**src/rtl/p2s_framer_if.sv**
```systemverilog
// Word-in / serial-out bundle for p2s_framer: codeword handshake plus serial line status.
// The master side is the codeword source; the slave side is the framer.
interface p2s_framer_if #(
    parameter int DATA_W = 14
);
    logic [DATA_W-1:0] din;
    logic              din_valid;
    logic              din_ready;
    logic              dout;
    logic              busy;
    logic              frame_done;

    modport master (
        output din,
        output din_valid,
        input  din_ready,
        input  dout,
        input  busy,
        input  frame_done
    );

    modport slave (
        input  din,
        input  din_valid,
        output din_ready,
        output dout,
        output busy,
        output frame_done
    );
endinterface

```
**src/rtl/p2s_framer.sv**
```systemverilog
// Parallel-to-serial framer: "11" preamble, codeword MSB first, then IDLE_GAP guard zeros.
// A one-word holding register lets the next codeword be accepted while a frame shifts out.
module p2s_framer #(
    parameter int DATA_W   = 14,
    parameter int IDLE_GAP = 2
) (
    input  logic         clk,
    input  logic         rst,
    p2s_framer_if.slave  bus
);
    localparam int MAX_CNT = (DATA_W > IDLE_GAP) ? DATA_W : IDLE_GAP;
    localparam int CNT_W   = $clog2(MAX_CNT);
    localparam logic [CNT_W-1:0] LAST_PRE  = CNT_W'(1);
    localparam logic [CNT_W-1:0] LAST_DATA = CNT_W'(DATA_W - 1);
    localparam logic [CNT_W-1:0] LAST_GAP  = CNT_W'(IDLE_GAP - 1);
    localparam logic [CNT_W-1:0] CNT_ONE   = CNT_W'(1);

    typedef enum logic [1:0] {
        IDLE = 2'd0,
        PRE  = 2'd1,
        DATA = 2'd2,
        GAP  = 2'd3
    } state_t;

    state_t            state_q;
    logic [DATA_W-1:0] hold_q;
    logic              hold_valid_q;
    logic [DATA_W-1:0] shift_q;
    logic [CNT_W-1:0]  cnt_q;
    logic              dout_q;
    logic              busy_q;
    logic              frame_done_q;

    // Ready depends only on the holding register, never on din_valid.
    assign bus.din_ready  = ~hold_valid_q;
    assign bus.dout       = dout_q;
    assign bus.busy       = busy_q;
    assign bus.frame_done = frame_done_q;

    always_ff @(posedge clk) begin
        if (rst) begin
            state_q      <= IDLE;
            hold_q       <= '0;
            hold_valid_q <= 1'b0;
            shift_q      <= '0;
            cnt_q        <= '0;
            dout_q       <= 1'b0;
            busy_q       <= 1'b0;
            frame_done_q <= 1'b0;
        end else begin
            frame_done_q <= 1'b0;
            case (state_q)
                IDLE: begin
                    dout_q <= 1'b0;
                    busy_q <= 1'b0;
                    if (hold_valid_q) begin
                        shift_q      <= hold_q;
                        hold_valid_q <= 1'b0;
                        dout_q       <= 1'b1;
                        busy_q       <= 1'b1;
                        cnt_q        <= '0;
                        state_q      <= PRE;
                    end
                end
                PRE: begin
                    dout_q <= 1'b1;
                    if (cnt_q == LAST_PRE) begin
                        dout_q  <= shift_q[DATA_W-1];
                        shift_q <= {shift_q[DATA_W-2:0], 1'b0};
                        cnt_q   <= '0;
                        state_q <= DATA;
                    end else begin
                        cnt_q <= cnt_q + CNT_ONE;
                    end
                end
                DATA: begin
                    if (cnt_q == LAST_DATA) begin
                        dout_q       <= 1'b0;
                        frame_done_q <= 1'b1;
                        cnt_q        <= '0;
                        state_q      <= GAP;
                    end else begin
                        dout_q  <= shift_q[DATA_W-1];
                        shift_q <= {shift_q[DATA_W-2:0], 1'b0};
                        cnt_q   <= cnt_q + CNT_ONE;
                    end
                end
                GAP: begin
                    dout_q <= 1'b0;
                    if (cnt_q == LAST_GAP) begin
                        cnt_q <= '0;
                        // A waiting word starts its preamble immediately, keeping frames gapless.
                        if (hold_valid_q) begin
                            shift_q      <= hold_q;
                            hold_valid_q <= 1'b0;
                            dout_q       <= 1'b1;
                            state_q      <= PRE;
                        end else begin
                            busy_q  <= 1'b0;
                            state_q <= IDLE;
                        end
                    end else begin
                        cnt_q <= cnt_q + CNT_ONE;
                    end
                end
                default: begin
                    dout_q  <= 1'b0;
                    busy_q  <= 1'b0;
                    cnt_q   <= '0;
                    state_q <= IDLE;
                end
            endcase

            // Accept only into an empty holding register; a transfer needs it full, so the two never collide.
            if (bus.din_valid && !hold_valid_q) begin
                hold_q       <= bus.din;
                hold_valid_q <= 1'b1;
            end
        end
    end
endmodule

```
**src/flat_wrapper.sv**
```systemverilog
// flat-port wrapper written by rule: the top's interface ports become plain ports
module p2s_framer_flat 
#(
    parameter int DATA_W   = 14,
    parameter int IDLE_GAP = 2
)
  (clk, rst, bus_din, bus_din_valid, bus_din_ready, bus_dout, bus_busy, bus_frame_done);
  p2s_framer_if #(.DATA_W(DATA_W)) bus_i ();
  input  logic clk;
  input  logic rst;
  input wire logic [$bits(bus_i.din)-1:0] bus_din;
  input wire logic [$bits(bus_i.din_valid)-1:0] bus_din_valid;
  output wire logic [$bits(bus_i.din_ready)-1:0] bus_din_ready;
  output wire logic [$bits(bus_i.dout)-1:0] bus_dout;
  output wire logic [$bits(bus_i.busy)-1:0] bus_busy;
  output wire logic [$bits(bus_i.frame_done)-1:0] bus_frame_done;
  assign bus_i.din = bus_din;
  assign bus_i.din_valid = bus_din_valid;
  assign bus_din_ready = bus_i.din_ready;
  assign bus_dout = bus_i.dout;
  assign bus_busy = bus_i.busy;
  assign bus_frame_done = bus_i.frame_done;
  p2s_framer #(.DATA_W(DATA_W), .IDLE_GAP(IDLE_GAP)) u_core (.clk(clk), .rst(rst), .bus(bus_i));
endmodule
```
**config.mk**
```make
export PLATFORM = sky130hd
export DESIGN_NAME = p2s_framer_flat
export DESIGN_NICKNAME = d
export VERILOG_FILES = /design/src/rtl/p2s_framer_if.sv /design/src/rtl/p2s_framer.sv /design/src/flat_wrapper.sv
export SDC_FILE = /design/constraint.sdc
export NUM_CORES = 1
export LEC_CHECK = 0
export BUFFER_PORTS_ARGS = -buffer_cell sky130_fd_sc_hd__buf_2
export CAP_MARGIN = 30
export CORE_ASPECT_RATIO = 1.25
export CORE_MARGIN = 2
export CORE_UTILIZATION = 40
export DETAILED_ROUTE_END_ITERATION = 10
export SLEW_MARGIN = 5
export SYNTH_ARGS = -nofsm -noshare
export SYNTH_HDL_FRONTEND = slang
export SYNTH_SLANG_ARGS = --single-unit
```
**constraint.sdc**
```tcl
create_clock -name clk -period 1.8 [get_ports clk]
set_input_delay 0.36 -clock clk [delete_from_list [all_inputs] [get_ports clk]]
set_output_delay 0.36 -clock clk [all_outputs]
set_load 0.1 [all_outputs]
```
==> flow_summary.toml, run 1 <==
[pwr]
peakVddDrop_v = 0.000823
power.density_nw_per_um2 = 1460
p_leak_nw = 0.839

[clock_network]
cts_root_buf = "clkbuf_8"
cts.sinks = 38
clock_path_buffers = 2
cts_made_buffers = 5
clk-insertion-delay-late_ps = 290
cts_tree = "built"
clkTransAtPathRegs_ps = 80
htree_levels = 2
ctsHoldBuffers = 0

[setup_path]
endpoint_kind = "flip-flop"
crit_arrival_ps = 2030
reg2reg_slack_ps = -9
cp_slowest_stage_delay_ps = 520
cp_max_fo = 5
path_class = "reg -> reg"
r2r_start = "u_core.state_q[1]"
cp.required_ps = 2020
reg2reg_depth = 6
cp-start-kind = "flip-flop"
path_cells = "inv_4, ha_4, nor4bb_4, a2111oi_4, or4b_4, a31oi_4"
reg2reg_to = "u_core.cnt_q[3]"
cpMaxStageDelayCell = "or4b_4"

[hold_path]
holdPathStages = 3
holdPathEnd = "u_core.hold_q[11]"
hp-class = "in -> reg"
hp-start = "bus_din[11]"

[synthesis]
syn-cell-area_sq_um = 1720
yosysWarnings = 0
yosysTopAreaCellShare_pct = 44.2
synth_area_leaders = "dfxtp_1, mux2i_1, nand2_1, a211oi_1, a21oi_1"
syn_nets = 222
synth.largest_area_cell = "dfxtp_1"
ys_types = 34
yosysSeqAreaShare_pct = 44.2
synth-seq-cells = 38
avgSynthCellArea_sq_um = 8.69
syn_inst = 198

[floorplanning]
fp.dieW_um = 62.7
ios = 21
start_util_pct = 42.0
fp-row-count = 26
die_area_sq_um = 4850
core-area_sq_um = 4100
fp.dieH_um = 77.3

[sta]
setup_violations = 1
worst_slew_pin_slew_ps = 509
slew_headroom_pct = 65.9
holdWs_ps = 300
hold_viol = 0
fin_ws_ps = -8.80
timing.fmax_mhz = 553
skew_ps = 5.16
rsz0062_at_grt = "true"
drv_slew = 0
period_share_pct = 100
fin_crit_ps = 1810

[place]
dpl.cell_count = 282
post-place-ws_ps = -32.8
dp_hpwl_mm = 2.41
numPortBuffers = 20
gp_congestion = 0.837
place_area_sq_um = 2000

[global_routing]
antenna_found_initial = 0
grt_max_degree = 29
grt_pass1_wl_mm = 6.17
track_usage_pct = 16.2
grt_pass1_vias = 1317
overflow = 0

[finish]
num-fill-cells = 413
drive_above_1_share_pct = 29.5
finalNetCount = 257
final_area_sq_um = 2230
seqCellArea_sq_um = 769
final_cell_mix = "dfxtp_1, nand2_1, nor2_1"
multiInputGateArea_sq_um = 988
final_common_cell = "dfxtp_1"
fin_cells = 290
n_antenna_cell = 0
area.growth.synth_to_final_pct = 29.7

[detailed_routing]
drt_iter0_drc = 73
num_vias = 1478
first_pass_iters = 4
vias_per_cell = 5.10
drc = 0
wl_per_cell_um = 13.2
ant_nets = 0
totalWireLength_mm = 3.83

[outcome]
violations = "setup timing"
status = "complete, but fails checks"

[run]
maxCapViolations = 0
flip-flops by register name, summed over array words and instances (netlist names):
signal,flops
u_core.hold_q,14
u_core.hold_valid_q,1
u_core.bus.dout,1
u_core.cnt_q,4
u_core.bus.frame_done,1
u_core.bus.busy,1
u_core.shift_q,14
u_core.state_q,2
layout make-up:
| type | count | area share, % |
|---|---|---|
| Timing Repair Buffer | 41 | 12.6 |
| Sequential cell | 38 | 34.5 |
| Clock buffer | 6 | 3.70 |
| Multi-Input combinational cell | 141 | 44.3 |
| Clock inverter | 2 | 0.561 |
| Inverter | 6 | 1.23 |
| Tap cell | 56 | 3.14 |
kinds of logic after synthesis:
family | share of synthesized area (%)
fa+ha+maj | 5.09
buf+inv | 5.02
mux | 7.56
compound gates | 19.2
flops | 44.2
simple gates | 18.9
per-layer routing:
layer  GRT usage [%]  vias up  wire length (um)
met5               0        -                 0
met4            6.67        0                72
met3            4.40        6               115
met2            26.1       27              1940
met1            20.5      679              1700
li1                -      766                 -
cell usage after synthesis, drive strengths merged:
library cell / number
a2111oi: 2
a211o: 1
a211oi: 15
a21oi: 20
a221oi: 1
a22oi: 2
a311oi: 1
a31oi: 2
buf: 6
clkbuf: 7
dfxtp: 38
ha: 7
inv: 6
mux2i: 13
nand2: 32
nand2b: 1
nand3: 2
nand3b: 2
nand4: 1
nor2: 21
nor2b: 4
nor3: 3
nor3b: 2
nor4b: 1
nor4bb: 1
o21ai: 4
o21bai: 1
o221a: 1
or4b: 1
where the power goes:
part           internal [mW]  total, mW  switching [mW]  leakage [nW]
Combinational          0.640       1.47           0.827         0.478
Clock                  0.308      0.603           0.296        0.0472
Sequential              1.06       1.19           0.131         0.314
worst max-delay path by stage:
stage,endpoint,from,cells past startpoint
2_1_floorplan,u_core.cnt_q[3],u_core.cnt_q[1],6
3_3_place_gp,u_core.cnt_q[3],u_core.cnt_q[1],7
3_5_place_dp,u_core.cnt_q[3],u_core.cnt_q[1],7
4_1_cts,u_core.cnt_q[3],u_core.cnt_q[1],7
5_1_grt,u_core.cnt_q[3],u_core.state_q[1],6
6_report,u_core.cnt_q[3],u_core.state_q[1],6
stage by stage:
stage,utilization [%],setup TNS (ps),power [mW]
2_1_floorplan,-,0,2.15
3_3_place_gp,48.7,0,2.50
3_5_place_dp,48.7,-32.8,2.51
4_1_cts,51.0,-64.9,3.14
5_1_grt,54.5,-94.0,3.51
6_report,54.5,-8.80,3.26
critical path: cells and delay by family (launching register included):
family,cells,cell delay [ps]
AND/OR/NAND/NOR,2,580
adder cells (fa/ha/maj),1,150
flip-flops,1,380
AO/OA/AOI/OAI,2,550
buffers and inverters,1,70
repair_timing:
item,CTS,global route
pin swaps,0,4
setup buffers,0,1
setup endpoints to repair,2,17
gates resized for setup,0,30
Note: power is estimated with default switching activity, not from simulation.
==> run 2: changes to the inputs <==
- BUFFER_PORTS_ARGS: -buffer_cell sky130_fd_sc_hd__buf_2 -> default
- DONT_BUFFER_PORTS: default -> 1
- clock period: 1.8 -> 2 ns (I/O delays scaled with it)
==> run 2 against run 1 <==
- the flow now finishes without violations
- via count shrank 6.4%
- combinational power shrank 22%
- register-to-register slack improved by 96 ps
- setup slack better by 96 ps
- hold slack worse by 140 ps
- count of clock-buffer cells in the layout down 1
- routed wire length shrank 9.4%
- die area is the same
- global-route usage down 0.83 points
- critical path depth unchanged
- fmax decreased by 5.4%
- sequential power fell by 12%
- largest cell class unchanged
==> flow_summary.toml, run 2 (synthesis gave the netlist of run 1 again) <==
[setup_path]
cp.required_ps = 2220
cp-start-kind = "flip-flop"
cp_max_fo = 5
path_class = "reg -> reg"
endpoint_kind = "flip-flop"
crit_arrival_ps = 2140

[sta]
skew_ps = 4.11
setup_violations = 0
worst_slew_pin_slew_ps = 759
drv_slew = 0
period_share_pct = 95.6
holdWs_ps = 164
hold_viol = 0
rsz0062_at_grt = "true"
slew_headroom_pct = 49.3
timing.fmax_mhz = 523
fin_crit_ps = 1910
fin_tns_setup_ps = 0

[global_routing]
grt_pass1_wl_mm = 5.89
grt_util_met1_pct = 17.2
gr-usage-met3_pct = 4.40
antenna_found_initial = 0
grtUsageMet2_pct = 26.9
overflow = 0
busiest_layer = "met2"
track_usage_pct = 15.4
grt_pass1_vias = 1385
grt_max_degree = 39

[finish]
drive_above_1_share_pct = 12.3
fin_cells = 259
finalNetCount = 226
final_common_cell = "dfxtp_1"
final_core_util_pct = 47.3
n_antenna_cell = 0
final_area_sq_um = 1940
area.growth.synth_to_final_pct = 12.8
reg_top3 = "u_core.hold_q (14), u_core.shift_q (14), u_core.cnt_q (4)"
final_cell_mix = "dfxtp_1, nand2_1, nor2_1"

[detailed_routing]
ant_nets = 0
totalWireLength_mm = 3.47
drc = 0
drt_iter0_drc = 54
num_vias = 1383
wl_per_cell_um = 13.4
vias_per_cell = 5.34
first_pass_iters = 4

[outcome]
status = "complete, no violations"

[clock_network]
cts_setup_buffers = 0
cts_made_buffers = 5
ctsHoldBuffers = 0
htree_levels = 2
clock_path_buffers = 2
clkTransAtPathRegs_ps = 80
cts_root_buf = "clkbuf_8"
cts.sinks = 38
clk-insertion-delay-late_ps = 290
cts_tree = "built"

[pwr]
p_switching_mw = 1.07
swShare_pct = 39.4
peakVddDrop_v = 0.000580
clockPowerShare_pct = 19.5
power.density_nw_per_um2 = 1400
power.internal_mw = 1.65
combPwrFrac_pct = 41.8
p_leak_nw = 0.681
seqPwrFrac_pct = 38.7

[place]
numPortBuffers = 0
place_area_sq_um = 1810
gp_congestion = 0.829
dpl.cell_count = 251
dp_hpwl_mm = 2.30

[floorplanning]
fp-row-count = 26
fp.dieW_um = 62.7
core-area_sq_um = 4100
start_util_pct = 42.0
ios = 21
die_area_sq_um = 4850
fp.dieH_um = 77.3

[run]
maxCapViolations = 0

[hold_path]
hp-class = "in -> reg"
==> run 2: changes by cell type in the layout (fill, tap and decap cells not counted), sizes merged <==
cell    delta
buf       -31
clkinv     +1
clkbuf     -1
==> run 2: cell type report <==
| cell class | count | area (sq um) |
|---|---|---|
| clock inverter | 3 | 21.3 |
| inverter | 6 | 22.5 |
| sequential | 38 | 761 |
| fill | 424 | 2160 |
| timing repair buffer | 10 | 87.6 |
| clock buffer | 5 | 68.8 |
| multi-input combinational | 141 | 910 |
| tap | 56 | 70.1 |
==> run 2: worst paths after layout <==
path / from / slack, ps / to / depth (start not counted)
worst min-delay path: rst / 160 / u_core.hold_q[3] / 1
worst max-delay path: u_core.state_q[1] / 90 / u_core.cnt_q[3] / 6
worst min register to register: u_core.hold_q[7] / 450 / u_core.hold_q[7] / 2
worst max register to register: u_core.state_q[1] / 90 / u_core.cnt_q[3] / 6
==> run 2: metrics by stage <==
stage          setup WS, ps  total power, mW
2_1_floorplan           220             1.93
6_report               87.7             2.72
3_3_place_gp            157             2.14
4_1_cts                62.4             2.72
3_5_place_dp           84.4             2.18
5_1_grt               -32.9             2.92
==> run 2: power by group through the flow <==
stage                     registers (mW)  logic, mW  clock network [mW]
after global placement              1.06       1.08                   0
final                               1.05       1.14               0.531
after detailed placement            1.07       1.11                   0
after global routing                1.08       1.26               0.576
after CTS                           1.06       1.11               0.549
after floorplan                     1.13      0.805                   0
==> run 2: layer usage <==
metal / wire (um) / up-vias
met5: 0 / -
met4: 61 / 0
met3: 162 / 7
met2: 1720 / 27
met1: 1520 / 642
li1: - / 707
==> run 2: what timing repair did <==
| item | CTS | global route |
|---|---|---|
| setup endpoints to repair | 0 | 5 |
| endpoints found under the hold margin | 0 | 0 |
| resized for setup | 0 | 5 |
==> run 2: critical path, cell delays in order (launching register included) <==
cell and delay (ps):
dfxtp_1 360, inv_1 120, ha_1 290, nor4bb_4 100
a2111oi_4 380, or4b_1 470, a31oi_1 130
==> run 3: changes to the inputs <==
- CELL_PAD_IN_SITES_DETAIL_PLACEMENT: default -> 0
- CELL_PAD_IN_SITES_GLOBAL_PLACEMENT: default -> 1
- PLACE_DENSITY_LB_ADDON: default -> 0.1
==> run 3 against run 2 <==
- sequential share of layout area grew 0.051 points
- non-clock buffer count grew 1
- clock power grew 13%
- sequential power is essentially flat
- hold slack gained 17 ps
- final area shrank 0.13%
- clock skew is essentially flat
- critical endpoint unchanged
==> flow_summary.toml, run 3 (synthesis gave the netlist of run 1 again) <==
[setup_path]
cp-start-kind = "flip-flop"
crit_arrival_ps = 2100
cp_max_fo = 7
path_class = "reg -> reg"
cp.required_ps = 2210
endpoint_kind = "flip-flop"

[pwr]
seqPwrFrac_pct = 38.2
swShare_pct = 36.6
peakVddDrop_v = 0.000448
p_leak_nw = 0.699
combPwrFrac_pct = 40.0
power.internal_mw = 1.75
p_switching_mw = 1.01
power.density_nw_per_um2 = 1430
clockPowerShare_pct = 21.8

[clock_network]
clk-insertion-delay-late_ps = 280
htree_levels = 2
cts_tree = "built"
clkTransAtPathRegs_ps = 70
cts_root_buf = "clkbuf_8"
cts.sinks = 38
ctsHoldBuffers = 0
clock_path_buffers = 2
cts_made_buffers = 5

[hold_path]
hp-class = "in -> reg"

[finish]
num-fill-cells = 422
multiInputGateArea_sq_um = 880
n_antenna_cell = 0
drive_above_1_share_pct = 11.8
final_common_cell = "dfxtp_1"
seqCellArea_sq_um = 761
reg_top3 = "u_core.hold_q (14), u_core.shift_q (14), u_core.cnt_q (4)"
finalNetCount = 227
final_cell_mix = "dfxtp_1, nand2_1, nor2_1"
area.growth.synth_to_final_pct = 12.7

[run]
maxCapViolations = 0

[global_routing]
antenna_found_initial = 0
overflow = 0
grt_max_degree = 39
grt_pass1_vias = 1267
grt_pass1_wl_mm = 5.84
track_usage_pct = 14.9

[floorplanning]
ios = 21
fp.dieW_um = 62.7
start_util_pct = 42.0
die_area_sq_um = 4850
core-area_sq_um = 4100
fp-row-count = 26
fp.dieH_um = 77.3

[sta]
timing.fmax_mhz = 530
worst_slew_pin_slew_ps = 727
setup_violations = 0
fin_tns_setup_ps = 0
hold_viol = 0
skew_ps = 3.66
period_share_pct = 94.4
rsz0062_at_grt = "false"
fin_crit_ps = 1890
drv_slew = 0
slew_headroom_pct = 51.4
holdWs_ps = 180

[detailed_routing]
drc = 0
num_vias = 1369
drt_iter0_drc = 96
first_pass_iters = 4
wl_per_cell_um = 12.5
ant_nets = 0
vias_per_cell = 5.27
totalWireLength_mm = 3.26

[place]
dp_hpwl_mm = 2.30
gp_congestion = 0.809
numPortBuffers = 0

[outcome]
status = "complete, no violations"
-- run 3: cell type report --
cell class	instances	area share (%)
inverter	6	1.16
sequential	38	39.3
tap	56	3.62
multi-input combinational	141	45.4
clock buffer	8	5.68
timing repair buffer	11	4.91
-- run 3: per-layer routing --
metal	vias to the layer above	GRT usage (%)	part of all wire, %
li1	706	-	-
met1	637	17.3	42
met2	21	26.1	53
met3	5	3.52	3.3
met4	0	6.00	1.4
met5	-	0	0
-- run 3: timing repair --
| item | 4_1_cts | 5_1_grt |
|---|---|---|
| setup buffers | 0 | 1 |
| setup endpoints to repair | 0 | 3 |
| resized for setup | 0 | 1 |
-- run 3: worst paths after layout --
path | startpoint | endpoint | slack, ps | depth (start not counted)
max reg2reg | u_core.state_q[0] | u_core.cnt_q[3] | 110 | 5
min | rst | u_core.cnt_q[0] | 180 | 1
min reg2reg | u_core.hold_q[4] | u_core.hold_q[4] | 450 | 2
max | u_core.state_q[0] | u_core.cnt_q[3] | 110 | 5
-- run 3: metrics by stage --
step                      worst slack [ps]  utilization [%]  total power [mW]  instance area, sq um  std cells
after global placement                 128             44.3              2.15                  1810        251
final                                  113             47.3              2.76                  1940        260
after global routing                 0.415             47.3              2.97                  1940        260
after detailed placement              83.5             44.3              2.18                  1810        251
after floorplan                        220                -              1.93                  1720        198
after CTS                             54.0             46.9              2.79                  1920        259
-- run 3: power by group through the flow --
stage	Clock, mW	Sequential (mW)	Combinational (mW)
final	0.602	1.06	1.10
after global routing	0.660	1.08	1.23
after CTS	0.632	1.06	1.10
after detailed placement	0	1.07	1.10
after global placement	0	1.07	1.09
after floorplan	0	1.13	0.805
-- run 3: worst max-delay path: stages (launching register included) --
cell,delay (ps)
dfxtp_1,390
ha_1,320
nor3_1,140
a2111oi_2,390
or4b_1,460
a31oi_1,120
